<file path="config.mk">
export PLATFORM = sky130hd
export DESIGN_NAME = tile_output_collector
export DESIGN_NICKNAME = d
export VERILOG_FILES = /design/src/rtl/tile_pkg.sv /design/src/rtl/tile_buffer.sv /design/src/rtl/tile_output_collector.sv
export SDC_FILE = /design/constraint.sdc
export NUM_CORES = 2
export LEC_CHECK = 0
export ABC_AREA = 0
export BUFFER_PORTS_ARGS = -buffer_cell sky130_fd_sc_hd__buf_2
export CORE_AREA = 2 2 399 401
export CTS_CLUSTER_SIZE = 10
export DETAILED_ROUTE_END_ITERATION = 6
export DIE_AREA = 0 0 401 403
export GPL_ROUTABILITY_DRIVEN = 0
export GPL_TIMING_DRIVEN = 0
export PLACE_DENSITY = 0.6
export SETUP_SLACK_MARGIN = 0.1
export SYNTH_ARGS = -nofsm -noshare
export SYNTH_HDL_FRONTEND = slang
export SYNTH_SLANG_ARGS = --single-unit
</file>
<file path="constraint.sdc">
create_clock -name clk -period 1.7 [get_ports clk]
set_input_delay 0.17 -clock clk [delete_from_list [all_inputs] [get_ports clk]]
set_output_delay 0.17 -clock clk [all_outputs]
set_load 0.02 [all_outputs]
</file>
<file path="src/rtl/tile_pkg.sv">
`default_nettype none
// ============================================================================
//  Module      : tile_pkg
//  Description : Shared tile geometry defaults, mode type and collector FSM
//                state encoding. Used by the tile output collector, the
//                reduction accumulator and their benches.
//  Revision    : 1.0 - initial release
// ============================================================================
package tile_pkg;

    localparam int TILE_SIZE_DEF = 4;
    localparam int ACC_WIDTH_DEF = 32;

    typedef logic [2:0] mode_t;

    typedef enum logic [1:0] {
        COL_IDLE  = 2'd0,
        COL_CLEAR = 2'd1,
        COL_SEND  = 2'd2
    } col_state_e;

endpackage
`default_nettype wire

</file>
<file path="src/rtl/tile_buffer.sv">
`default_nettype none
// ============================================================================
//  Module      : tile_buffer
//  Description : One TILE_SIZE x TILE_SIZE register bank. Rows are written
//                one at a time by index; the first/mode side registers are
//                captured together with row 0. The whole tile is readable.
//  Revision    : 1.0 - initial release
//  Ports       : clk, rst_n        clock, async active-low reset
//                wr_en, wr_row     row write strobe and row index
//                wr_data           row contents
//                wr_first, wr_mode side info, captured when wr_row == 0
//                mat, first, mode  full tile and side info read port
// ============================================================================
module tile_buffer
    import tile_pkg::*;
#(
    parameter int TILE_SIZE = TILE_SIZE_DEF,
    parameter int ACC_WIDTH = ACC_WIDTH_DEF,
    parameter int ROW_W     = 2
) (
    input  logic                                       clk,
    input  logic                                       rst_n,
    input  logic                                       wr_en,
    input  logic [ROW_W-1:0]                           wr_row,
    input  logic [TILE_SIZE-1:0][ACC_WIDTH-1:0]        wr_data,
    input  logic                                       wr_first,
    input  mode_t                                      wr_mode,
    output logic [TILE_SIZE-1:0][TILE_SIZE-1:0][ACC_WIDTH-1:0] mat,
    output logic                                       first,
    output mode_t                                      mode
);

    logic [TILE_SIZE-1:0][TILE_SIZE-1:0][ACC_WIDTH-1:0] r_mat;
    logic                                               r_first;
    mode_t                                              r_mode;

    always_ff @(posedge clk or negedge rst_n) begin
        if (!rst_n) begin
            r_mat   <= '0;
            r_first <= 1'b0;
            r_mode  <= '0;
        end else if (wr_en) begin
            r_mat[wr_row] <= wr_data;
            if (wr_row == '0) begin
                r_first <= wr_first;
                r_mode  <= wr_mode;
            end
        end
    end

    assign mat   = r_mat;
    assign first = r_first;
    assign mode  = r_mode;

endmodule
`default_nettype wire

</file>
<file path="src/rtl/tile_output_collector.sv">
`default_nettype none
// ============================================================================
//  Module      : tile_output_collector
//  Description : Gathers row-serial systolic array results into tiles in a
//                pair of ping-pong buffers and issues each tile downstream as
//                an optional one-cycle clear followed by a held valid cycle.
//  Revision    : 1.0 - initial release
//  Ports       : clk, rst_n               clock, async active-low reset
//                flush                    synchronous drop of all tiles
//                row_valid/row_ready      row handshake, row_data payload
//                row_first, row_mode      tile side info, sampled with row 0
//                clear_out, valid_out     downstream strobes (Moore)
//                out_ready                downstream acceptance
//                mat_out, mode_out        tile payload while valid_out
//                err_overflow             sticky dropped-row flag
// ============================================================================
module tile_output_collector
    import tile_pkg::*;
#(
    parameter int TILE_SIZE = TILE_SIZE_DEF,
    parameter int ACC_WIDTH = ACC_WIDTH_DEF
) (
    input  logic                                       clk,
    input  logic                                       rst_n,
    input  logic                                       flush,
    input  logic                                       row_valid,
    output logic                                       row_ready,
    input  logic [TILE_SIZE-1:0][ACC_WIDTH-1:0]        row_data,
    input  logic                                       row_first,
    input  mode_t                                      row_mode,
    output logic                                       clear_out,
    output logic                                       valid_out,
    input  logic                                       out_ready,
    output logic [TILE_SIZE-1:0][TILE_SIZE-1:0][ACC_WIDTH-1:0] mat_out,
    output mode_t                                      mode_out,
    output logic                                       err_overflow
);

    localparam int              ROW_W      = (TILE_SIZE > 1) ? $clog2(TILE_SIZE) : 1;
    localparam logic [ROW_W-1:0] c_LAST_ROW = ROW_W'(TILE_SIZE - 1);

    col_state_e       r_state;
    col_state_e       w_state_nxt;
    logic [1:0]       r_full;
    logic [1:0]       w_full_nxt;
    logic [1:0]       w_first_nxt;
    logic             r_wr_sel;
    logic             r_rd_sel;
    logic [ROW_W-1:0] r_row_idx;
    logic             r_err;
    logic             w_row_ready;
    logic             w_accept;
    logic             w_fire;
    logic             w_last;

    logic [TILE_SIZE-1:0][TILE_SIZE-1:0][ACC_WIDTH-1:0] w_buf_mat [2];
    logic [1:0]                                         w_buf_first;
    mode_t                                              w_buf_mode [2];

    for (genvar g = 0; g < 2; g++) begin : g_buf
        tile_buffer #(
            .TILE_SIZE (TILE_SIZE),
            .ACC_WIDTH (ACC_WIDTH),
            .ROW_W     (ROW_W)
        ) u_buf (
            .clk      (clk),
            .rst_n    (rst_n),
            .wr_en    (w_accept && (r_wr_sel == 1'(g))),
            .wr_row   (r_row_idx),
            .wr_data  (row_data),
            .wr_first (row_first),
            .wr_mode  (row_mode),
            .mat      (w_buf_mat[g]),
            .first    (w_buf_first[g]),
            .mode     (w_buf_mode[g])
        );
    end

    // Look-ahead of the full/first flags as they will be after this edge, so
    // the read FSM can leave IDLE on the very edge the last row lands.
    always_comb begin
        w_row_ready = !r_full[r_wr_sel];
        w_accept    = row_valid && w_row_ready && !flush;
        w_last      = (r_row_idx == c_LAST_ROW);
        w_fire      = (r_state == COL_SEND) && out_ready;
        for (int b = 0; b < 2; b++) begin
            w_full_nxt[b]  = r_full[b];
            w_first_nxt[b] = w_buf_first[b];
            if (w_fire && (r_rd_sel == 1'(b)))
                w_full_nxt[b] = 1'b0;
            if (w_accept && (r_wr_sel == 1'(b)) && w_last)
                w_full_nxt[b] = 1'b1;
            if (w_accept && (r_wr_sel == 1'(b)) && (r_row_idx == '0))
                w_first_nxt[b] = row_first;
        end
    end

    always_comb begin
        w_state_nxt = r_state;
        unique case (r_state)
            COL_IDLE: begin
                if (w_full_nxt[r_rd_sel])
                    w_state_nxt = w_first_nxt[r_rd_sel] ? COL_CLEAR : COL_SEND;
            end
            COL_CLEAR: w_state_nxt = COL_SEND;
            COL_SEND: begin
                if (out_ready) begin
                    if (w_full_nxt[~r_rd_sel])
                        w_state_nxt = w_first_nxt[~r_rd_sel] ? COL_CLEAR : COL_SEND;
                    else
                        w_state_nxt = COL_IDLE;
                end
            end
            default: w_state_nxt = COL_IDLE;
        endcase
    end

    always_ff @(posedge clk or negedge rst_n) begin
        if (!rst_n) begin
            r_state   <= COL_IDLE;
            r_full    <= '0;
            r_wr_sel  <= 1'b0;
            r_rd_sel  <= 1'b0;
            r_row_idx <= '0;
            r_err     <= 1'b0;
        end else if (flush) begin
            // Overflow history survives a flush; only reset clears it.
            r_state   <= COL_IDLE;
            r_full    <= '0;
            r_wr_sel  <= 1'b0;
            r_rd_sel  <= 1'b0;
            r_row_idx <= '0;
        end else begin
            r_state <= w_state_nxt;
            r_full  <= w_full_nxt;
            if (w_accept) begin
                if (w_last) begin
                    r_row_idx <= '0;
                    r_wr_sel  <= ~r_wr_sel;
                end else begin
                    r_row_idx <= r_row_idx + ROW_W'(1);
                end
            end
            if (w_fire)
                r_rd_sel <= ~r_rd_sel;
            if (row_valid && !w_row_ready)
                r_err <= 1'b1;
        end
    end

    assign row_ready    = w_row_ready;
    assign clear_out    = (r_state == COL_CLEAR);
    assign valid_out    = (r_state == COL_SEND);
    assign mat_out      = (r_state == COL_SEND) ? w_buf_mat[r_rd_sel] : '0;
    assign mode_out     = (r_state == COL_SEND) ? w_buf_mode[r_rd_sel] : '0;
    assign err_overflow = r_err;

endmodule
`default_nettype wire

</file>
## Word level (Yosys, flattened, before mapping)

Cells that the tools add are included.

- Word-level logic and storage cells: 127
- Output and inout port bits: 519
- Bits of input ports: 137
- Flip-flop bits (word level): 1,041

- Add/sub/neg operators: 1
- Bitwise operators: 4
- Equal/unequal tests: 5
- Order comparisons: 6
- Multiplexer cells: 44
- Reduce and logical (&&, ||, !) cells: 25

Operators with widths:

| cell | count |
|---|---|
| $mux 512 | 4 |
| $bwmux 512 | 2 |
| $demux 128 s2 | 1 |
| $mux 128 | 1 |
| $mux 1 | 21 |
| $mux 2 | 10 |
| $logic_and 1x1->1 | 13 |
| $mux 3 | 4 |
| $reduce_and 2->1 | 5 |
| $lt 1x2->1 const B | 3 |
| $pmux 2 s3 | 1 |
| $reduce_bool 2->1 | 3 |
| $eq 2x2->1 const B | 2 |
| $logic_not 2->1 | 2 |
| $lt 2x3->1 const B | 1 |
| $ne 3x2->1 const B | 1 |
| $ne 3x3->1 const B | 1 |
| $not 1->1 | 3 |
| $add 2x1->2 const B | 1 |
| $eq 2x1->1 const B | 1 |
| $ge 2x1->1 const B | 1 |
| $ge 2x2->1 const B | 1 |
| $logic_not 1->1 | 2 |
| $not 1->2 | 1 |

## Depth between registers and ports, before layout

- Word-level depth: 15
- Depth in mapped cells: 8
- Depth with buffers taken out: 7

## Cells and area by module

From an unflattened synthesis, not the netlist that was laid out.

- Cell total of the unflattened synthesis: 3,398
- Area total of the unflattened synthesis: 46,433.3 µm²

By module, submodules not included:

| module | cells an instance | instances | seq. area each (µm²) | area an instance (µm²) |
|---|---|---|---|---|
| tile_buffer | 1,092 | 2 | 12,912.4 | 19,087.1 |
| tile_output_collector | 1,214 | 1 | 225.2 | 8,259.2 |

## Least setup slack after synthesis

No wires, ideal clock.

- Path kind: register -> register
- From: reg r_row_idx[0]
- To: reg g_buf[0].u_buf.r_mat, in the netlist g_buf[0].u_buf.mat[100]
- Data arrival time: 1,771 ps
- Path slack: -199 ps
- Data required time: 1,572 ps
- Clock period less this slack: 1,899 ps
- Stages on the path, launching flop included: 8
- Setup time: 128 ps
- Path buffers: 2
- Cells stage by stage: dfrtp_1 > inv_1 > ha_1 > nor3b_2 > nand2_1 > clkbuf_1 > buf_2 > mux2_1

- Longest elaborated chain between the ends: 5
- Elaborated cells between the ends (all ways): 6
- Classes of those cells: order compare (2); mux (3); reduce/logical (1)

Ends and longest elaborated chain:

| item | line | RTL |
|---|---|---|
| start: declaration | tile_output_collector.sv:49 | `logic [ROW_W-1:0] r_row_idx;` |
| start signal: assignment | tile_output_collector.sv:141 | `r_row_idx <= r_row_idx + ROW_W'(1);` |
| $lt 2x3->1 (not written as such) or $ge 2x1->1 (tied branches) | tile_buffer.sv:43 | `r_mat[wr_row] <= wr_data;` |
| $logic_and 1x1->1 (not written as such) | tile_buffer.sv:43 |  |
| $mux 128 (not written as such) | tile_buffer.sv:43 |  |
| $demux 128 s2 * | n/a |  |
| $bwmux 512 * | tile_buffer.sv:43 |  |
| end signal: indexed assignment | tile_buffer.sv:43 |  |
| end: declaration | tile_buffer.sv:33 | `logic [TILE_SIZE-1:0][TILE_SIZE-1:0][ACC_WIDTH-1:0] r_mat;` |

Mark *: on every way between the ends. The rest lies on a longest branch, timed or not.
A chain may end at the register's enable or synchronous reset.

==> impl_summary.log <==
[metrics] result of the run: complete, but fails checks
[metrics] failing checks: hold timing, setup timing
[metrics] die span in x: 401 µm
[metrics] Max IR drop VDD: 851 µV
[metrics] total of flip-flops plus latches after synthesis: 1041
[metrics] dominant register cell in the synthesized netlist: sky130_fd_sc_hd__dfrtp_1
[metrics] global-route usage over all layers: 0.200
[metrics] relative slew slack: 0.406
[metrics] largest fanout on the critical path: 6
[metrics] routed vias/inst: 4.80
[metrics] Period minus WS final: 2.60 ns
[metrics] routed wire length: 170000 µm
[metrics] final critical-path setup slack: -0.904 ns
[metrics] Initial Utilization: 0.298
[metrics] area overhead of the layout relative to synthesis: 40.9%
[metrics] startpoint kind of the worst setup timing path: flop
[metrics] core outline area: 0.157 mm²
[metrics] pwr dens: 1100 mW/mm²
[metrics] placed cell count: 6146
[metrics] DP Wirelength: 113000 µm
[metrics] largest net degree at the start of global routing: 166
[metrics] type of element capturing the critical path: output port
[metrics] clock sink count: 1041
[metrics] top cell type by total area after synthesis: sky130_fd_sc_hd__dfrtp_1
[metrics] Post-Syn Instances: 3410
[metrics] number of buffers added by the clock tree synthesis step: 131
[metrics] later-pin clock latency in the skew report: 0.75 ns
[metrics] largest cells by area after synthesis: sky130_fd_sc_hd__dfrtp_1 56%, sky130_fd_sc_hd__mux2_1 18%, sky130_fd_sc_hd__mux2i_1 11%
[metrics] distinct cell type count after synthesis: 43
[metrics] Final #Nets: 4558
[metrics] Placement Cell Area: 0.0542 mm²
[metrics] area enclosed by the die boundary: 0.162 mm²
[metrics] overflow left after global routing: 0
[metrics] Final Hold Violating Endpoints: 144
[metrics] number of maximum-capacitance constraint violations: 0
[metrics] Worst EP required: 1.53 ns
[metrics] worst clock skew on the final layout: 0.0245 ns
[metrics] via count of the first global-routing pass: 33090
[metrics] Fmax achieved: 384 MHz
[metrics] area share of the largest cell type after synthesis: 0.556
[metrics] share of cells above drive strength 1: 0.449
[metrics] TritonCTS clock tree: built
[metrics] sequential share of the synthesized area: 0.556
[metrics] hold buffers post-CTS: 137
[metrics] count of final max-slew check failures: 0
[metrics] mean instance size in the synthesized netlist: 13.7 µm²
[metrics] classification of the worst-slack hold path: input port to async pin
[metrics] overall via count from detail_route: 31492
[metrics] Ys Warns: 0
[metrics] critical setup path kind: flop to output port
[metrics] number of top-level pins: 656
[metrics] post-placement setup slack: -2.49 ns
[metrics] per-cell routed wire length: 26.0 µm
[metrics] leading cell types by count after synthesis: 1041 x sky130_fd_sc_hd__dfrtp_1, 734 x sky130_fd_sc_hd__mux2_1, 523 x sky130_fd_sc_hd__nor2_1
[metrics] buffer levels on the longest clock path: 3
[metrics] clock-pin slew on the worst setup and hold paths: 0.05 ns
[metrics] Post-synth EDFFs: 0
[metrics] post-route clock period utilization: 1.53
[metrics] netlist area before placement: 0.0469 mm²
[metrics] Final Setup Violations: 1708
[metrics] count leader, synth: sky130_fd_sc_hd__dfrtp_1
[metrics] Root Driver: sky130_fd_sc_hd__clkbuf_16
[metrics] count of buffers from port buffering: 655
[metrics] data arrival at the endpoint of the critical path: 2.43 ns
[metrics] slack of the worst reg-to-reg path: -0.80 ns
[metrics] worst hold slack after final layout: -0.646 ns
[metrics] post-route insts no fill: 6564
[metrics] unrepaired setup endpoints after global routing: yes
[metrics] die height: 403 µm
[metrics] DRC: 0
[metrics] reported leakage power: 30.7 nW
[metrics] slew at the pin with the worst max-slew slack: 0.892 ns
[metrics] violation count after the first detailed-route iteration: 1535
[metrics] first-pass GRT wire length: 236000 µm
[metrics] residual antenna-violating net count after detailed routing: 0
[metrics] cell row count: 146
[metrics] number of optimization iterations in the first detailed-route pass: 7
[metrics] antenna violations before repair: 12
[metrics] Synth Net Count: 3551
[metrics] # H-tree levels: 4
[metrics] async set-reset flop share out of synthesis: 1.00
[metrics] Final Instance Area: 0.0660 mm²
-- critical path: stages, from the launching register on --
cell and delay, ns:
sky130_fd_sc_hd__dfrtp_2 0.40, sky130_fd_sc_hd__nand2b_4 0.18, sky130_fd_sc_hd__clkbuf_16 0.19, sky130_fd_sc_hd__clkbuf_16 0.19, sky130_fd_sc_hd__buf_16 0.17, sky130_fd_sc_hd__clkbuf_16 0.21
sky130_fd_sc_hd__nor2_4 0.14, sky130_fd_sc_hd__buf_6 0.14
-- area by class of cell --
cell class              count  area [µm²]
well taps                2072        2590
clock buffers             177        3700
multi-input cells        2134       22800
inverters                   4        15.0
repair buffers            875        7460
plain buffers             230        3090
flip-flops and latches   1041       26100
diodes                     10        25.0
fillers                 14421       91400
clock inverters            21         293
-- sequential cells by signal, summed over array words and instances (netlist names) --
name               count
err_overflow           1
g_buf.u_buf.first      2
g_buf.u_buf.mat     1024
g_buf.u_buf.mode       6
r_full                 2
r_rd_sel               1
r_row_idx              2
r_state                2
r_wr_sel               1
-- cell families after synthesis --
group,Yosys count,synth area share
compound gates,25,0.00379
simple gates,555,0.0460
flops,1041,0.556
fa+ha+maj,4,0.00107
buf+inv,235,0.0250
xor+xnor,2,0.000374
mux,1548,0.368
-- routing by layer --
layer,up-vias,GRT usage,part of all wire
li1,13962,-,-
met1,16622,0.271,0.45
met2,700,0.320,0.48
met3,204,0.0400,0.043
met4,4,0.0677,0.026
met5,-,0,0.00017
-- per-stage QoR --
stage | power [W] | TNS [ns] | util | hold WS [ns]
finish | 0.0727 | -877.74 | 0.419 | -0.646
detailed placement | 0.0432 | -1695.85 | 0.344 | 0.192
floorplan | 0.0391 | -12.84 | - | -0.126
CTS | 0.0716 | -1087.15 | 0.394 | -0.638
global route | 0.0760 | -1114.19 | 0.419 | -0.609
global placement | 0.0428 | - | 0.342 | 0.401
-- cells in the final DEF, fill, tap and decap left out, types with 3 or more instances in the layout --
master and n:
sky130_fd_sc_hd__nor2_1 191, sky130_fd_sc_hd__nor2_4 124, sky130_fd_sc_hd__clkbuf_4 15, sky130_fd_sc_hd__nand2_1 8, sky130_fd_sc_hd__nand2b_1 3, sky130_fd_sc_hd__clkbuf_16 193
sky130_fd_sc_hd__dlygate4sd3_1 137, sky130_fd_sc_hd__buf_4 123, sky130_fd_sc_hd__dfrtp_2 3, sky130_fd_sc_hd__clkbuf_2 8, sky130_fd_sc_hd__mux2i_1 364, sky130_fd_sc_hd__buf_16 21
sky130_fd_sc_hd__bufinv_16 4, sky130_fd_sc_hd__mux2i_4 89, sky130_fd_sc_hd__buf_6 198, sky130_fd_sc_hd__mux2_4 195, sky130_fd_sc_hd__mux2_2 176, sky130_fd_sc_hd__nor3b_4 3
sky130_fd_sc_hd__mux2i_2 65, sky130_fd_sc_hd__ha_1 3, sky130_fd_sc_hd__clkinv_8 5, sky130_fd_sc_hd__buf_12 57, sky130_fd_sc_hd__mux2_1 659, sky130_fd_sc_hd__buf_2 458
sky130_fd_sc_hd__clkinv_2 6, sky130_fd_sc_hd__clkbuf_1 30, sky130_fd_sc_hd__buf_8 21, sky130_fd_sc_hd__a21oi_1 5, sky130_fd_sc_hd__nor2_2 208, sky130_fd_sc_hd__clkbuf_8 20
sky130_fd_sc_hd__dfrtp_1 1038, sky130_fd_sc_hd__diode_2 10
-- power by group --
group | switching, W | internal, W
clock | 0.0108 | 0.0157
sequential | 0.00257 | 0.0290
combinational | 0.00697 | 0.00770
total | 0.0203 | 0.0524
-- what timing repair did --
| item | 4_1_cts | 5_1_grt |
|---|---|---|
| pin swaps | 19 | 62 |
| endpoints found under the hold margin | 1156 | 115 |
| endpoints found under the setup margin | 1719 | 2042 |
| resized for setup | 605 | 768 |
| buffers inserted | 8 | 21 |
| gates cloned | 10 | 35 |
-- final timing paths --
| kind | from | to | depth (start not counted) |
|---|---|---|---|
| setup / recovery | r_state[0]$_DFFE_PN0P_ | mat_out[451] | 7 |
| min in group clk | row_valid | r_state[0]$_DFFE_PN0P_ | 5 |
| setup reg to reg | r_full[1]$_DFF_PN0_ | g_buf[1].u_buf.mat[287]$_DFFE_PN0P_ | 6 |
| hold reg to reg | g_buf[1].u_buf.mat[224]$_DFFE_PN0P_ | g_buf[1].u_buf.mat[224]$_DFFE_PN0P_ | 1 |
| max in group asynchronous | rst_n | g_buf[0].u_buf.mat[237]$_DFFE_PN0P_ | 4 |
| hold / removal | rst_n | g_buf[1].u_buf.mat[146]$_DFFE_PN0P_ | 1 |
(Power assumes the default switching activity.)
